File: src/rtl/key_priority_encoder_pkg.sv
// Shared definitions for the key priority encoder: FSM state encoding and
// the default debounce length used when a parent does not override it.
package key_priority_encoder_pkg;

    // Event presentation FSM: waiting for a pending press, or holding one on the outputs
    typedef enum logic {
        ST_IDLE = 1'b0,
        ST_HOLD = 1'b1
    } encState_e;

    // Default number of consecutive identical samples needed to accept a level change
    localparam int KEY_DEB_CYCLES_DEFAULT = 16;

endpackage

File: src/rtl/key_priority_encoder_debounce.sv
// Per-key front end: two-flop synchroniser followed by a counting debouncer.
// The debounced level only changes after DEB_CYCLES consecutive samples that
// disagree with it; rise pulses combinationally in the cycle whose clock edge
// will move the debounced level from 0 to 1.
module key_debounce
    import key_priority_encoder_pkg::*;
#(
    parameter int DEB_CYCLES = KEY_DEB_CYCLES_DEFAULT,
    parameter int CNT_W      = 5
) (
    input  logic clk,
    input  logic rst,
    input  logic din,
    output logic dout,
    output logic rise
);

    localparam logic [CNT_W-1:0] CNT_MAX = CNT_W'(DEB_CYCLES - 1);

    logic             s1_q;
    logic             s2_q;
    logic             stable_q;
    logic             stable_d;
    logic [CNT_W-1:0] cnt_q;
    logic [CNT_W-1:0] cnt_d;
    logic             update;

    // Debounce decision: count disagreeing samples, accept the new level on the last one
    always_comb begin
        stable_d = stable_q;
        cnt_d    = '0;
        update   = 1'b0;
        if (s2_q != stable_q) begin
            if (cnt_q == CNT_MAX) begin
                stable_d = s2_q;
                cnt_d    = '0;
                update   = 1'b1;
            end else begin
                cnt_d = cnt_q + 1'b1;
            end
        end
    end

    // Synchroniser chain, debounced level and counter, all cleared by reset
    always_ff @(posedge clk) begin
        if (rst) begin
            s1_q     <= 1'b0;
            s2_q     <= 1'b0;
            stable_q <= 1'b0;
            cnt_q    <= '0;
        end else begin
            s1_q     <= din;
            s2_q     <= s1_q;
            stable_q <= stable_d;
            cnt_q    <= cnt_d;
        end
    end

    assign dout = stable_q;
    assign rise = update & ~stable_q;

endmodule

File: src/rtl/key_priority_encoder.sv
// Key priority encoder: debounces N key lines, queues each press as a pending
// bit and presents pending events one at a time, lowest index first, over a
// valid/ack handshake. ovf is a sticky flag for presses that merged into an
// event that was still pending.
module key_priority_encoder
    import key_priority_encoder_pkg::*;
#(
    parameter int N          = 8,
    parameter int W          = 3,
    parameter int DEB_CYCLES = KEY_DEB_CYCLES_DEFAULT,
    parameter int CNT_W      = 5
) (
    input  logic         clk,
    input  logic         rst,
    input  logic [N-1:0] key_in,
    output logic [W-1:0] code,
    output logic         valid,
    input  logic         ack,
    output logic [N-1:0] pending,
    output logic         ovf
);

    logic [N-1:0] riseVec;
    logic [N-1:0] takeMask;
    logic [N-1:0] lowestMask;
    logic [N-1:0] pending_q;
    logic [N-1:0] pending_d;
    logic         ovf_q;
    logic         ovf_d;
    logic [W-1:0] code_q;
    logic [W-1:0] code_d;
    logic         valid_q;
    logic         valid_d;
    encState_e    state_q;
    encState_e    state_d;

    // Index of the lowest set bit; the caller guarantees at least one bit is set
    function automatic logic [W-1:0] lowestIndex(input logic [N-1:0] vec);
        logic [W-1:0] idx;
        idx = '0;
        for (int i = N - 1; i >= 0; i--) begin
            if (vec[i]) begin
                idx = W'(i);
            end
        end
        return idx;
    endfunction

    for (genvar g = 0; g < N; g++) begin : gen_deb
        key_debounce #(
            .DEB_CYCLES(DEB_CYCLES),
            .CNT_W     (CNT_W)
        ) u_deb (
            .clk (clk),
            .rst (rst),
            .din (key_in[g]),
            .dout(),
            .rise(riseVec[g])
        );
    end

    assign lowestMask = pending_q & (~pending_q + 1'b1);

    // FSM next state and output registers: take the lowest pending event in IDLE, hold it until ack
    always_comb begin
        state_d  = state_q;
        code_d   = code_q;
        valid_d  = valid_q;
        takeMask = '0;
        case (state_q)
            ST_IDLE: begin
                if (|pending_q) begin
                    takeMask = lowestMask;
                    code_d   = lowestIndex(pending_q);
                    valid_d  = 1'b1;
                    state_d  = ST_HOLD;
                end
            end
            ST_HOLD: begin
                if (ack) begin
                    valid_d = 1'b0;
                    state_d = ST_IDLE;
                end
            end
            default: begin
                valid_d = 1'b0;
                state_d = ST_IDLE;
            end
        endcase
    end

    // Pending queue update: a new press wins over the bit being taken, and only merges into older events raise ovf
    always_comb begin
        pending_d = (pending_q & ~takeMask) | riseVec;
        ovf_d     = ovf_q | (|(riseVec & pending_q & ~takeMask));
    end

    // State, output and queue registers with synchronous reset taking priority
    always_ff @(posedge clk) begin
        if (rst) begin
            state_q   <= ST_IDLE;
            code_q    <= '0;
            valid_q   <= 1'b0;
            pending_q <= '0;
            ovf_q     <= 1'b0;
        end else begin
            state_q   <= state_d;
            code_q    <= code_d;
            valid_q   <= valid_d;
            pending_q <= pending_d;
            ovf_q     <= ovf_d;
        end
    end

    assign code    = code_q;
    assign valid   = valid_q;
    assign pending = pending_q;
    assign ovf     = ovf_q;

endmodule

File: config.mk
export PLATFORM = sky130hd
export DESIGN_NAME = key_priority_encoder
export DESIGN_NICKNAME = d
export VERILOG_FILES = /design/src/rtl/key_priority_encoder_pkg.sv /design/src/rtl/key_priority_encoder_debounce.sv /design/src/rtl/key_priority_encoder.sv
export SDC_FILE = /design/constraint.sdc
export NUM_CORES = 1
export LEC_CHECK = 0
export BUFFER_PORTS_ARGS = -buffer_cell sky130_fd_sc_hd__buf_2
export CORE_ASPECT_RATIO = 1.4
export CORE_MARGIN = 1.5
export CORE_UTILIZATION = 40
export DETAILED_ROUTE_END_ITERATION = 10
export PLACE_DENSITY = 0.68
export SLEW_MARGIN = 20
export SYNTH_ARGS = -nofsm -noshare
export SYNTH_HDL_FRONTEND = slang
export SYNTH_SLANG_ARGS = --single-unit
File: constraint.sdc
create_clock -name clk -period 2.1 [get_ports clk]
set_input_delay 0.42 -clock clk [delete_from_list [all_inputs] [get_ports clk]]
set_output_delay 0.42 -clock clk [all_outputs]
set_load 0.05 [all_outputs]
==> summary by stage <==
Placement
In this run the cell area measured after placement is 0.00320 mm^2. The post-place setup slack is 0.393 ns. The half-perimeter wire length after detailed placement is 3.35 mm. The placed cell count is 415. Routability-driven placement finished with a final weighted congestion of 0.716. The quantity of I/O buffers inserted on ports is 23.

Global routing
The initial antenna violation count was 0. Entering global routing, the biggest net connects 29 pins. The total global routing track utilization is 12.9%.

The first global-routing pass estimated 7.82 mm of wire. The via count of the first global-routing pass was 1910. Global routing finished with a remaining overflow of 0.

Setup path
For the worst setup path, the data arrival time is 1.89 ns. The maximum net fanout on the critical path is 3. STA classifies the critical path startpoint as a register. The number of cell instances on the worst register-to-register path is 8. The worst setup path is captured at a register. At the worst endpoint, the required time is 2.32 ns.

The most critical setup path has its startpoint at gen_deb[6].u_deb.cnt_q[0]. The start of the worst register-to-register path is gen_deb[6].u_deb.cnt_q[0]. The critical path class is reg -> reg.

Timing
The final period demand of the worst path is 1.67 ns. Setup repair after global routing left no endpoint under its margin. Setup violations remaining at the end of the flow were counted as 0.

The final-report hold violation count was 0. The part of the cycle the worst path needs is 79.7%. In this run the tightest slew margin relative to its limit is 62.4%. The maximum frequency from static timing analysis is 0.598 GHz. The count of pins over their slew limit came to 0.

At the pin with the least slew margin, the transition time is 0.558 ns. The worst path setup slack after routing is 0.427 ns. The worst clock skew is 0.00576 ns. In the final timing run, aggregate negative setup slack is 0 ns.

Yosys
Summing the areas of all compound-gate instances in the mapped netlist gives 6.93% of the synthesized area. After Yosys synthesis, and, or, nand and nor cells account for 21.0% of the synthesized area. Averaged over all synthesized cells, the footprint is 9.84 um^2. The adder-cell share of the synthesized area is 6.76%. Synthesis produced a netlist whose cell count is 301. The multiplexer share of the synthesized area is 2.70%. The number of library cell types mapped by synthesis is 36. For this run, the number of Yosys warnings is 0. Counting every net in the synthesized netlist gives 328. The sequential-to-total area share from yosys stat is 52.7%. Summing every instance area after synthesis gives 0.00296 mm^2. After synthesis the netlist holds a flip-flop and latch count of 78. The parity-gate share of the synthesized area counting xor and xnor cells is 6.51%. By area, the combinational part of the netlist is dominated by simple AND/OR/NAND/NOR gates.

Power
The cell area power density is 775 mW/mm^2. Total power for the finished layout comes to 2.62 mW. VDD sags by at most 0.000455 V. The analysis attributes to cell leakage a power of 1.31 nW.

Detailed routing
In this run, the number of DRC markers left after iteration 0 of detailed routing was 92. Using the TritonRoute via totals, the vias-per-cell ratio works out to 4.64. The final route contains 2000 vias. The DRC violation count after routing is 0. The number of nets still failing antenna checks after routing is 0.

The first detailed-routing pass ran for 4 iterations. The wire length per cell is 10.6 um. The total wire length is 4.58 mm.

CTS
The number of clock buffers added by TritonCTS is 9. The insertion delay to the later sink of the worst-skew pair is 0.34 ns. TritonCTS built the clock tree.

In this run, post-CTS hold repair placed 0 buffers. The count of cells resized by post-cts repair is 0. The clock tree buffer depth is 2. The clock root buffer is clkbuf_8. The number of sinks handled by clock tree synthesis is 78.

The number of H-tree levels is 3. The buffers inserted during post-CTS setup optimization is 0. Clock-pin slew was measured on the worst setup and hold paths at 0.08 ns.

Layout
The total non-filler cell area in the finished layout is 0.00339 mm^2. 0 antenna diodes ended up in the layout. The layout has 688 filler cells. The most common cell after layout, fill and taps aside is dfxtp_1. After the flow finishes, the layout carries non-filler instances totaling 431. Across the whole layout, storage elements account for 0.00156 mm^2. The relative area change from synthesis to final layout is 14.4%. The post-route netlist has 14.6% of its cells at a drive strength greater than 1. The multi-input combinational cells in the finished layout cover a total of 0.00130 mm^2. In the layout the commonest cells are 78 x dfxtp_1, 55 x nor2_1, 23 x buf_2. The final layout contains 358 nets.

Min path
The worst hold path passes through 2 cells. The hold path startpoint is key_in[1]. The type of the most critical hold path is in -> reg.

Floorplanning
The core outline area is 0.00707 mm^2. The floorplan step set the die width to 75.7 um. The starting density of the core is 41.9%. The vertical die dimension is 105 um. The floorplan step defined a die boundary enclosing 0.00793 mm^2. The I/O pin count is 24. The floorplan row count is 36.

Job
The count of max-cap constraint violations is 0.

Outcome
The run finished with clean final reports.
power breakdown:
group	total [mW]	switching (mW)	internal [mW]
clock network	1.06	0.521	0.540
logic	0.0568	0.0294	0.0274
registers	1.51	0.0101	1.50
area by class of cell:
class | instances | share of cell area (%)
clock buffers | 9 | 3.66
clock inverters | 7 | 1.92
inverters | 20 | 2.22
multi-input cells | 197 | 38.4
flip-flops and latches | 78 | 46.1
well taps | 95 | 3.51
repair buffers | 25 | 4.21
routing by layer:
layer,GRT usage [%],share of wire [%],vias to the layer above
met5,0,0,-
met4,6.89,2.5,0
met3,4.05,4.6,9
met2,20.2,45,29
met1,15.5,48,900
li1,-,-,1062
final timing paths:
| kind | slack, ns | to |
|---|---|---|
| hold / removal | 0.28 | gen_deb[1].u_deb.s1_q |
| setup / recovery | 0.43 | ovf |
| setup reg to reg | 0.43 | ovf |
| hold reg to reg | 0.44 | gen_deb[1].u_deb.s2_q |
critical path, cell delays in order, from the launching register on:
cell       delay [ns]
dfxtp_1          0.33
ha_1             0.22
and3_1           0.19
ha_1             0.23
and3b_1          0.20
nand2_1          0.07
a2bb2oi_1        0.06
nor3_1           0.12
a41oi_1          0.12
cells in the mapped netlist:
master / n / share of area (%)
nand2_1: 6 / 0.76
nand3_1: 9 / 1.5
and3_1: 8 / 1.7
buf_1: 1 / 0.13
and3b_1: 1 / 0.30
o22ai_1: 2 / 0.42
nor4_2: 1 / 0.42
inv_1: 20 / 2.5
nor2b_1: 20 / 4.2
a21oi_1: 12 / 2.0
or3_1: 6 / 1.3
a221oi_1: 2 / 0.59
a41oi_1: 1 / 0.30
a2bb2oi_1: 1 / 0.30
o21ai_0: 5 / 0.85
nor3_4: 1 / 0.55
xor2_1: 8 / 2.4
nand3b_1: 6 / 1.5
mux2i_1: 8 / 2.7
nand2_2: 2 / 0.42
xnor2_1: 14 / 4.1
clkbuf_1: 4 / 0.51
o31ai_1: 1 / 0.25
o2111ai_2: 1 / 0.51
o21bai_4: 1 / 0.63
dfxtp_1: 78 / 53
or4_1: 1 / 0.25
a31oi_1: 1 / 0.21
buf_2: 1 / 0.17
nor2_1: 55 / 7.0
o41ai_1: 2 / 0.59
o21bai_1: 1 / 0.25
ha_1: 16 / 6.8
or3_4: 1 / 0.38
nor3_1: 3 / 0.51
or2_2: 1 / 0.21
through the flow:
step	hold WS [ns]	utilization, %
2_1_floorplan	0.414	-
3_3_place_gp	0.417	45.2
3_5_place_dp	0.424	45.2
4_1_cts	0.269	47.9
5_1_grt	0.280	47.9
6_report	0.281	47.9
logic make-up (layout without fill, tap and decap cells):
group | after synthesis | count (layout)
AND/OR/NAND/NOR | 121 | 121
adder cells (fa/ha/maj) | 16 | 16
flip-flops | 78 | 78
buffers and inverters | 26 | 61
AO/OA/AOI/OAI | 30 | 30
multiplexers | 8 | 8
XOR/XNOR | 22 | 22
registers in the layout, indices dropped and copies added, names as in the netlist:
signal,flops
gen_deb.u_deb.cnt_q,40
valid,1
gen_deb.u_deb.s1_q,8
pending,8
gen_deb.u_deb.s2_q,8
state_q,1
gen_deb.u_deb.dout,8
code,3
ovf,1
(Power assumes the default switching activity.)
